### config.mk
export PLATFORM = sky130hd
export DESIGN_NAME = pueo_trig_holdoff_ctrl
export DESIGN_NICKNAME = d
export VERILOG_FILES = /design/src/rtl/pueo_trig_holdoff_ctrl.sv
export SDC_FILE = /design/constraint.sdc
export NUM_CORES = 1
export LEC_CHECK = 0
export CAP_MARGIN = 5
export CORE_AREA = 2 2 95 134
export DETAILED_ROUTE_END_ITERATION = 7
export DIE_AREA = 0 0 97 136
export PLACE_DENSITY = 0.78
export SLEW_MARGIN = 20
export SYNTH_ARGS = -nofsm -noshare
export SYNTH_HDL_FRONTEND = slang
export SYNTH_SLANG_ARGS = --single-unit
### constraint.sdc
create_clock -name clk_i -period 3.92 [get_ports clk_i]
set_input_delay 0.588 -clock clk_i [delete_from_list [all_inputs] [get_ports clk_i]]
set_output_delay 0.588 -clock clk_i [all_outputs]
set_load 0.005 [all_outputs]
### src/rtl/pueo_trig_holdoff_ctrl.sv
// -----------------------------------------------------------------------------
// pueo_trig_holdoff_ctrl
//
// Run / holdoff / deadtime controller for the L2 trigger. It accepts L2
// triggers, numbers the accepted events and tracks how many of them the
// readout has not yet finished, against the available readout buffers. It
// also applies L2 logic-type changes safely: while running, a change flushes
// the L2 DSP pipeline by holding it off for FLUSH_CYCLES ce ticks.
//
// Ports
//   clk_i, rst_i      system clock; asynchronous active-high reset
//   ce_i              sysclk_x2 clock enable; all time counts are in ce ticks
//   run_en_i          run enable (level); a rising edge starts a run
//   trig_i            L2 master trigger pulse, sampled every clk
//   evt_done_i        readout finished one event (1-clk pulse)
//   holdoff_len_i     holdoff length in ce ticks after each accepted trigger
//   logictype_wr_i    write strobe for logictype_dat_i
//   logictype_dat_i   requested L2 logic type (0=AND, 1=OR)
//   holdoff_o         to L2 holdoff_i
//   dead_o            to L2 dead_i
//   logictype_o       to L2 logictype_i
//   trig_accept_o     1-clk pulse per accepted trigger
//   evt_num_o         number of the last accepted event
//   outstanding_o     events not yet finished by the readout
//   deadtime_o        ce ticks with holdoff_o|dead_o high while running (saturating)
//   err_cnt_o         protocol errors (saturating)
// -----------------------------------------------------------------------------
module pueo_trig_holdoff_ctrl #(
   parameter  int MAX_OUTSTANDING = 32,
   parameter  int FLUSH_CYCLES    = 4,
   parameter  int EVT_W           = 32,
   localparam int OUT_W           = $clog2(MAX_OUTSTANDING + 1)
) (
   input  logic             clk_i,
   input  logic             rst_i,
   input  logic             ce_i,
   input  logic             run_en_i,
   input  logic             trig_i,
   input  logic             evt_done_i,
   input  logic [15:0]      holdoff_len_i,
   input  logic             logictype_wr_i,
   input  logic             logictype_dat_i,
   output logic             holdoff_o,
   output logic             dead_o,
   output logic             logictype_o,
   output logic             trig_accept_o,
   output logic [EVT_W-1:0] evt_num_o,
   output logic [OUT_W-1:0] outstanding_o,
   output logic [31:0]      deadtime_o,
   output logic [15:0]      err_cnt_o
);

   typedef enum logic [1:0] {
      ST_IDLE,
      ST_ARMED,
      ST_HOLDOFF,
      ST_RECONFIG
   } state_t;

   localparam logic [15:0]      FLUSH_LEN = 16'(FLUSH_CYCLES);
   localparam logic [OUT_W-1:0] OUT_MAX   = OUT_W'(MAX_OUTSTANDING);

   state_t           state_q, state_d;
   logic [15:0]      cnt_q, cnt_d;
   logic             logictype_q, logictype_d;
   logic             pend_q, pend_d;
   logic             pend_dat_q, pend_dat_d;
   logic             run_en_q;
   logic             holdoff_q, holdoff_d;
   logic             dead_q, dead_d;
   logic             trig_accept_q;
   logic [EVT_W-1:0] evt_num_q, evt_num_d;
   logic [OUT_W-1:0] outstanding_q, outstanding_d;
   logic [31:0]      deadtime_q, deadtime_d;
   logic [15:0]      err_cnt_q, err_cnt_d;

   logic             run_rise;
   logic             accept;
   logic             trig_err;
   logic             done_err;
   logic             done_ok;
   logic             wr_pend;
   logic             wr_dat;
   logic [16:0]      err_sum;

   // ---------------------------------------------------------------- datapath
   always_comb begin
      run_rise = run_en_i & ~run_en_q;
      // A run_en drop wins over a trigger in the same clk.
      accept   = (state_q == ST_ARMED) & run_en_i & trig_i & ~dead_q;
      // In IDLE holdoff_q and dead_q are both high, so this covers IDLE too.
      trig_err = trig_i & (holdoff_q | dead_q);
      done_err = evt_done_i & (outstanding_q == '0);
      done_ok  = evt_done_i & ~done_err;

      // An accept and a done in the same clk cancel out.
      outstanding_d = outstanding_q;
      if (accept && !done_ok)      outstanding_d = outstanding_q + 1'b1;
      else if (!accept && done_ok) outstanding_d = outstanding_q - 1'b1;

      err_sum   = {1'b0, err_cnt_q} + 17'(trig_err) + 17'(done_err);
      err_cnt_d = err_sum[16] ? 16'hFFFF : err_sum[15:0];

      evt_num_d  = evt_num_q;
      deadtime_d = deadtime_q;
      if (state_q == ST_IDLE) begin
         if (run_rise) begin
            evt_num_d  = '0;
            deadtime_d = '0;
         end
      end else begin
         if (accept) evt_num_d = evt_num_q + 1'b1;
         if (ce_i && (holdoff_q || dead_q) && (deadtime_q != 32'hFFFF_FFFF))
            deadtime_d = deadtime_q + 32'd1;
      end
   end

   // --------------------------------------------------------- next-state logic
   always_comb begin
      // NOTE: every signal assigned here gets its default first, so no path
      // through the case statements can infer a latch.
      state_d     = state_q;
      cnt_d       = cnt_q;
      logictype_d = logictype_q;
      pend_d      = pend_q;
      pend_dat_d  = pend_dat_q;

      // A write in this clk supersedes a write already pending.
      wr_pend = logictype_wr_i | pend_q;
      wr_dat  = logictype_wr_i ? logictype_dat_i : pend_dat_q;

      if ((state_q != ST_IDLE) && !run_en_i) begin
         state_d = ST_IDLE;
         cnt_d   = '0;
         pend_d  = 1'b0;
         if (wr_pend) logictype_d = wr_dat;
      end else begin
         case (state_q)
            ST_IDLE: begin
               if (logictype_wr_i) logictype_d = logictype_dat_i;
               if (run_rise)       state_d     = ST_ARMED;
            end
            ST_ARMED: begin
               if (accept) begin
                  cnt_d   = (holdoff_len_i == '0) ? 16'd1 : holdoff_len_i;
                  state_d = ST_HOLDOFF;
                  if (logictype_wr_i) begin
                     pend_d     = 1'b1;
                     pend_dat_d = logictype_dat_i;
                  end
               end else if (logictype_wr_i) begin
                  logictype_d = logictype_dat_i;
                  cnt_d       = FLUSH_LEN;
                  state_d     = ST_RECONFIG;
               end
            end
            ST_HOLDOFF: begin
               if (logictype_wr_i) begin
                  pend_d     = 1'b1;
                  pend_dat_d = logictype_dat_i;
               end
               if (ce_i) begin
                  if (cnt_q <= 16'd1) begin
                     if (wr_pend) begin
                        logictype_d = wr_dat;
                        pend_d      = 1'b0;
                        cnt_d       = FLUSH_LEN;
                        state_d     = ST_RECONFIG;
                     end else begin
                        cnt_d   = '0;
                        state_d = ST_ARMED;
                     end
                  end else begin
                     cnt_d = cnt_q - 16'd1;
                  end
               end
            end
            ST_RECONFIG: begin
               if (logictype_wr_i) begin
                  logictype_d = logictype_dat_i;
                  cnt_d       = FLUSH_LEN;
               end else if (ce_i) begin
                  if (cnt_q <= 16'd1) begin
                     cnt_d   = '0;
                     state_d = ST_ARMED;
                  end else begin
                     cnt_d = cnt_q - 16'd1;
                  end
               end
            end
            default: state_d = ST_IDLE;
         endcase
      end

      // Outputs are registered from the next state so they line up with it.
      holdoff_d = (state_d != ST_ARMED);
      dead_d    = (state_d == ST_IDLE) || (outstanding_d == OUT_MAX);
   end

   // ---------------------------------------------------------------- registers
   always_ff @(posedge clk_i or posedge rst_i) begin
      if (rst_i) begin
         state_q       <= ST_IDLE;
         cnt_q         <= '0;
         logictype_q   <= 1'b0;
         pend_q        <= 1'b0;
         pend_dat_q    <= 1'b0;
         run_en_q      <= 1'b0;
         holdoff_q     <= 1'b1;
         dead_q        <= 1'b1;
         trig_accept_q <= 1'b0;
         evt_num_q     <= '0;
         outstanding_q <= '0;
         deadtime_q    <= '0;
         err_cnt_q     <= '0;
      end else begin
         // NOTE: non-blocking assignments so every register samples the
         // pre-edge values, independent of statement order.
         state_q       <= state_d;
         cnt_q         <= cnt_d;
         logictype_q   <= logictype_d;
         pend_q        <= pend_d;
         pend_dat_q    <= pend_dat_d;
         run_en_q      <= run_en_i;
         holdoff_q     <= holdoff_d;
         dead_q        <= dead_d;
         trig_accept_q <= accept;
         evt_num_q     <= evt_num_d;
         outstanding_q <= outstanding_d;
         deadtime_q    <= deadtime_d;
         err_cnt_q     <= err_cnt_d;
      end
   end

   assign holdoff_o     = holdoff_q;
   assign dead_o        = dead_q;
   assign logictype_o   = logictype_q;
   assign trig_accept_o = trig_accept_q;
   assign evt_num_o     = evt_num_q;
   assign outstanding_o = outstanding_q;
   assign deadtime_o    = deadtime_q;
   assign err_cnt_o     = err_cnt_q;

endmodule

# Word level (Yosys, flattened, before mapping)
# Cells that the tools add are included.
# classes
n_addsub	7
n_lt_le_gt_ge	1
eq_ne	14
mux	47
bitwise	13
reduce_logical	27
# ops
op	n
16-bit 2-to-1 mux	10
32-bit 2-to-1 mux	5
32-bit by 1-bit adder with 32-bit output, second input constant	2
16-bit case mux with 3 select lines	1
32-bit inequality test, second input constant	1
2-bit 2-to-1 mux	10
16-bit by 1-bit adder with 17-bit output	1
17-bit by 1-bit adder with 17-bit output	1
16-bit by 1-bit <= comparator with 1-bit output, second input constant	1
16-bit logical NOT	1
16-bit by 1-bit subtractor with 16-bit output, second input constant	1
1-bit 2-to-1 mux	14
6-bit 2-to-1 mux	2
2-bit case mux with 4 select lines	1
2-bit nonzero test	4
1-bit bitwise AND	7
6-bit by 1-bit adder with 6-bit output, second input constant	1
6-bit equality test, second input constant	1
6-bit logical NOT	1
3-bit by 2-bit inequality test with 1-bit output, second input constant	2
3-bit inequality test, second input constant	2
2-bit AND reduction	3
3-bit AND reduction	2
6-bit by 1-bit subtractor with 6-bit output, second input constant	1
other kinds (19)	34
# word_totals
register_bits	111
in_bits	24

# Logic depth before layout (Yosys ltp)
# depth
ltp_word	10
ltp_mapped	12
depth_no_buf	12

# Worst setup path after synthesis
# No wires, ideal clock.
# synth_path
path_type	register to register
startpoint	reg outstanding_q[0], in the netlist outstanding_o[0]
endpoint	reg err_cnt_q[8], in the netlist err_cnt_o[8]
setup_ns	0.083
t_arrival_ns	2.333
required_time_ns	3.837
path_slack_ns	1.504
path_stages_with_launch	12
path_buffers	1
synth_period_minus_slack_ns	2.416
path_cell_list	dfrtp_1 inv_1 ha_1 nor3b_1 nand2_1 nor2_1 fa_1 ha_1 nand4_1 or3_1 clkbuf_1 o21ai_0
# synth_via
elab_chain_cells	4
# synth_rtl
item	line_no	source
start: declaration	73	logic [OUT_W-1:0] outstanding_q, outstanding_d;
start signal: assignment	229	outstanding_q <= outstanding_d;
6-bit logical NOT	93	done_err = evt_done_i & (outstanding_q == '0);
1-bit bitwise AND	93	
17-bit by 1-bit adder with 17-bit output	101	err_sum = {1'b0, err_cnt_q} + 17'(trig_err) + 17'(done_err);
16-bit 2-to-1 mux	102	err_cnt_d = err_sum[16] ? 16'hFFFF : err_sum[15:0];
net err_cnt_d[8]	75	logic [15:0] err_cnt_q, err_cnt_d;
end signal: assignment	231	err_cnt_q <= err_cnt_d;
end: declaration	75	
# The timed path passes the listed nets, and every way through them passes these cells.
# A chain may end at the register's enable or synchronous reset.

# Worst setup path in the final report
# layout_path
startpoint	reg state_q[1]
endpoint	reg evt_num_q[28], in the netlist evt_num_o[28]
# layout_via
elab_chain_cells	6
word_cells_on_any_way	9
cone_classes	eq/ne: 2; mux: 1; bitwise: 3; reduce/logical: 3
# layout_rtl
item	line_no	source
start: declaration	63	state_t state_q, state_d;
start signal: assignment	219	state_q <= state_d;
2-bit by 1-bit equality test with 1-bit output	90	accept = (state_q == ST_ARMED) & run_en_i & trig_i & ~dead_q;
1-bit bitwise AND (3 in a row)	90	
2-bit nonzero test (no line)	--	
2-bit AND reduction (no line)	--	
end signal: assignment	228	evt_num_q <= evt_num_d;
end: declaration	72	logic [EVT_W-1:0] evt_num_q, evt_num_d;
# Parallel ways exist; a longest one is shown, timed or not.

==> run summary <==
FLOORPLANNING
----------------------------------------------------------------------------------
Floorplan die width                                                          97 um
Vertical die dimension                                                      136 um
Core footprint                                                           12100 um2
Std cell rows                                                                   48
Count of pins on the block boundary                                            114
Die footprint                                                            13200 um2
Starting density of the core                                                 0.519

SYNTHESIS
----------------------------------------------------------------------------------
Number of enable flip-flop cells after synthesis                                 0
Synthesized area                                                          6260 um2
Cells after Synth                                                              679
Fraction of the yosys area taken by sequential cells                         0.444
Top flip-flop cell by instance count after synthesis                  sky130_fd_sc_hd__dfrtp_1
Avg Inst Size Synth                                                       9.22 um2
Total of warnings raised by yosys                                                0
Synthesized Nets                                                               717
Number of library cell types mapped by synthesis                                72
Ys async rst share                                                            1.00
Synthesized flop and latch total                                               111

TIMING
----------------------------------------------------------------------------------
Number of slew-limit violations in the final report                              0
Post-route minimum period                                                  3.01 ns
TNS Setup                                                                     0 ns
Slew margin rel.                                                             0.490
Unrepaired setup endpoints after global routing                                 no
Total of endpoints with negative setup slack in the final report                 0
Maximum achievable frequency                                             0.333 GHz
Final Hold Fails                                                                 0
Worst setup skew after layout                                            0.0105 ns
Slew of the pin with the lowest slew margin                               0.758 ns
Period utilisation layout                                                    0.767

DRT
----------------------------------------------------------------------------------
Average detailed-routed wire length per instance                           17.1 um
Vias after detailed routing                                                   5753
Detailed router's first-iteration violation count                              289
First-pass detailed-route iteration total                                        5
Total Routed Length                                                       16000 um
Number of design rule violations left after detail routing                       0
Via count normalized by instance count                                        6.13
Antenna violation net count after detailed routing                               0

CLOCK NETWORK
----------------------------------------------------------------------------------
Number of sinks on the clock net                                               111
Insertion delay to the later sink of the worst-skew pair                   0.36 ns
Clock root buffer master                                              sky130_fd_sc_hd__clkbuf_16
Clock tree from TritonCTS                                                    built
Count of hold-fix buffers inserted at cts                                        0
Number of buffers created by CTS                                                 9
Number of post-CTS setup repair buffers                                          0
Depth of the CTS H-tree                                                          3
Clock-pin slew on the worst setup and hold paths                           0.08 ns
Clock Path Buffers                                                               2
Count of cells resized by post-cts repair                                        0

PWR
----------------------------------------------------------------------------------
Cell Int Power                                                             2.62 mW
Relative contribution of the clock network to total power                    0.220
Pwr per Cell Area                                                       551 nW/um2
Power spent charging and discharging nets                                  1.69 mW
Total design power                                                         4.31 mW
Switching fraction of total power                                            0.391
LEAKAGE                                                                    3.22 nW
Seq pwr share                                                                0.371
Combinational power share                                                    0.409
Worst supply voltage drop on vdd                                        0.000482 V

GLOBAL ROUTING
----------------------------------------------------------------------------------
First-pass GRT wire length                                                26500 um
Global router's overall resource usage                                       0.245
Antenna violations before repair                                                 0
Number of global-route vias before repair                                     5602
Overall overflow remaining after global route                                    0
Maximum number of pins on one net before global-route repair                   112

CELLS AND AREA
----------------------------------------------------------------------------------
Multi-input combinational cell area                                       3290 um2
Nets@finish                                                                    822
Layout cells sized above 1                                                  0.0596
Sequential cell area in the final layout                                  2780 um2
Filler Cells Inserted                                                          991
Final Util                                                                   0.648
Signed area change from the synthesized netlist to the final layout          25.0%
Number of diodes                                                                 0

PLACEMENT
----------------------------------------------------------------------------------
Buffers on Ports                                                               113
Final HPWL DP                                                             11700 um
Routability congestion estimate from global placement                        0.877

CRITICAL PATH
----------------------------------------------------------------------------------
Crit path arrival time                                                     3.24 ns
Required time of the worst setup path                                      4.16 ns
Category of the worst setup path capture point                            register
Startpoint class of the critical path                                     register
WS Path Type                                                            reg -> reg
Largest fanout on the critical path                                             14

STATUS
----------------------------------------------------------------------------------
Result of the run                                                     finished, final reports clean

RUN
----------------------------------------------------------------------------------
Maximum capacitance violations                                                   0

MIN PATH
----------------------------------------------------------------------------------
HP Class                                                                reg -> reg

-- layout make-up --
class	count	share of cell area
clock inverters	6	0.00959
clock buffers	10	0.0293
repair buffers	118	0.151
flip-flops and latches	111	0.355
multi-input cells	521	0.420
inverters	23	0.0113
well taps	150	0.0240
-- stage by stage --
stage	hold WS [ns]	setup slack (ns)	area (um2)	instances
after floorplan	0.449	0.405	6260	679
after global placement	0.471	0.774	7520	923
after detailed placement	0.484	0.641	7520	923
after CTS	0.503	0.955	7830	939
after global routing	0.539	0.706	7830	939
final	0.506	0.914	7830	939
-- critical path, cell delays in order, from the launching register on --
cell                       delay (ns)
sky130_fd_sc_hd__dfrtp_1         0.50
sky130_fd_sc_hd__inv_1           0.18
sky130_fd_sc_hd__ha_1            0.31
sky130_fd_sc_hd__nand4b_4        0.26
sky130_fd_sc_hd__nor2_1          0.41
sky130_fd_sc_hd__nand2_1         0.20
sky130_fd_sc_hd__nor4_1          0.67
sky130_fd_sc_hd__nand4_1         0.21
sky130_fd_sc_hd__mux2i_1         0.15
-- cells in the mapped netlist (all sizes together) (3+ instances only) --
master   count  area (um2)
ha          13         163
buf          7        46.3
and4         7        61.3
or4          7        56.3
o31ai       11        82.6
inv         23        86.3
nor2        61         229
mux2i       12         120
nand2       77         289
or3         10        62.6
o311ai       3        26.3
nand2b       9        56.3
o21ai       37         189
and2         5        32.5
nor3        15        75.1
o2bb2ai      3        26.3
nand4       21         138
nand3       40         200
a21oi       31         155
mux2         5        56.3
xnor2       27         236
o211ai      14         105
nor4        18         149
a22oi        7        52.6
a32oi        3        26.3
and3        11        68.8
xor2        17         149
o41ai        4        35.0
clkbuf      17        63.8
a31oi        5        37.5
nand3b       3        22.5
dfrtp      109        2730
or2          7        43.8
o22ai        9        56.3
-- cell usage in the layout, fill, tap and decap left out, types with 12 or more instances in the layout --
| master | n |
|---|---|
| sky130_fd_sc_hd__clkdlybuf4s50_1 | 113 |
| sky130_fd_sc_hd__nor2_1 | 61 |
| sky130_fd_sc_hd__xor2_1 | 17 |
| sky130_fd_sc_hd__nor4_1 | 15 |
| sky130_fd_sc_hd__nand3_1 | 40 |
| sky130_fd_sc_hd__mux2i_1 | 12 |
| sky130_fd_sc_hd__dfrtp_1 | 109 |
| sky130_fd_sc_hd__ha_1 | 13 |
| sky130_fd_sc_hd__o211ai_1 | 14 |
| sky130_fd_sc_hd__nand2_1 | 77 |
| sky130_fd_sc_hd__nand4_1 | 20 |
| sky130_fd_sc_hd__xnor2_1 | 27 |
| sky130_fd_sc_hd__inv_1 | 22 |
| sky130_fd_sc_hd__a21oi_1 | 31 |
| sky130_fd_sc_hd__nor3_1 | 15 |
| sky130_fd_sc_hd__o21ai_0 | 34 |
-- power groups by stage --
stage | Clock (mW) | Sequential [mW] | Combinational [mW]
6_report | 0.950 | 1.60 | 1.76
5_1_grt | 1.02 | 1.63 | 1.94
4_1_cts | 0.969 | 1.59 | 1.76
3_5_place_dp | 0 | 1.61 | 1.74
3_3_place_gp | 0 | 1.60 | 1.69
2_1_floorplan | 0 | 1.55 | 1.22
-- path summary, 6_finish.rpt --
check	from	end	slack [ns]	depth (start not counted)
setup / recovery	state_q[1]	evt_num_o[28]	0.91	8
hold / removal	cnt_q[14]	cnt_q[14]	0.51	1
setup reg to reg	state_q[1]	evt_num_o[28]	0.91	8
hold reg to reg	cnt_q[14]	cnt_q[14]	0.51	1
max in group asynchronous	rst_i	cnt_q[10]	2.74	3
min in group asynchronous	rst_i	deadtime_o[3]	0.72	3
-- sequential cells by signal (all words and copies together) (netlist names) --
register       count
state_q            2
evt_num_o         32
logictype_o        1
outstanding_o      6
dead_o             1
err_cnt_o         16
run_en_q           1
pend_q             1
holdoff_o          1
cnt_q             16
trig_accept_o      1
deadtime_o        32
pend_dat_q         1
-- cell families after synthesis --
family	synth area share
xor+xnor	0.0615
buf+inv	0.0314
simple gates	0.254
fa+ha+maj	0.0292
compound gates	0.152
mux	0.0282
flops	0.444
-- layer usage --
metal	global-route usage	up-vias	wire, um
li1	-	2699	-
met1	0.291	2820	6660
met3	0.0401	38	703
met5	0	-	0
met4	0.110	0	394
met2	0.435	196	8260
Power figures use the tool's default switching activity.
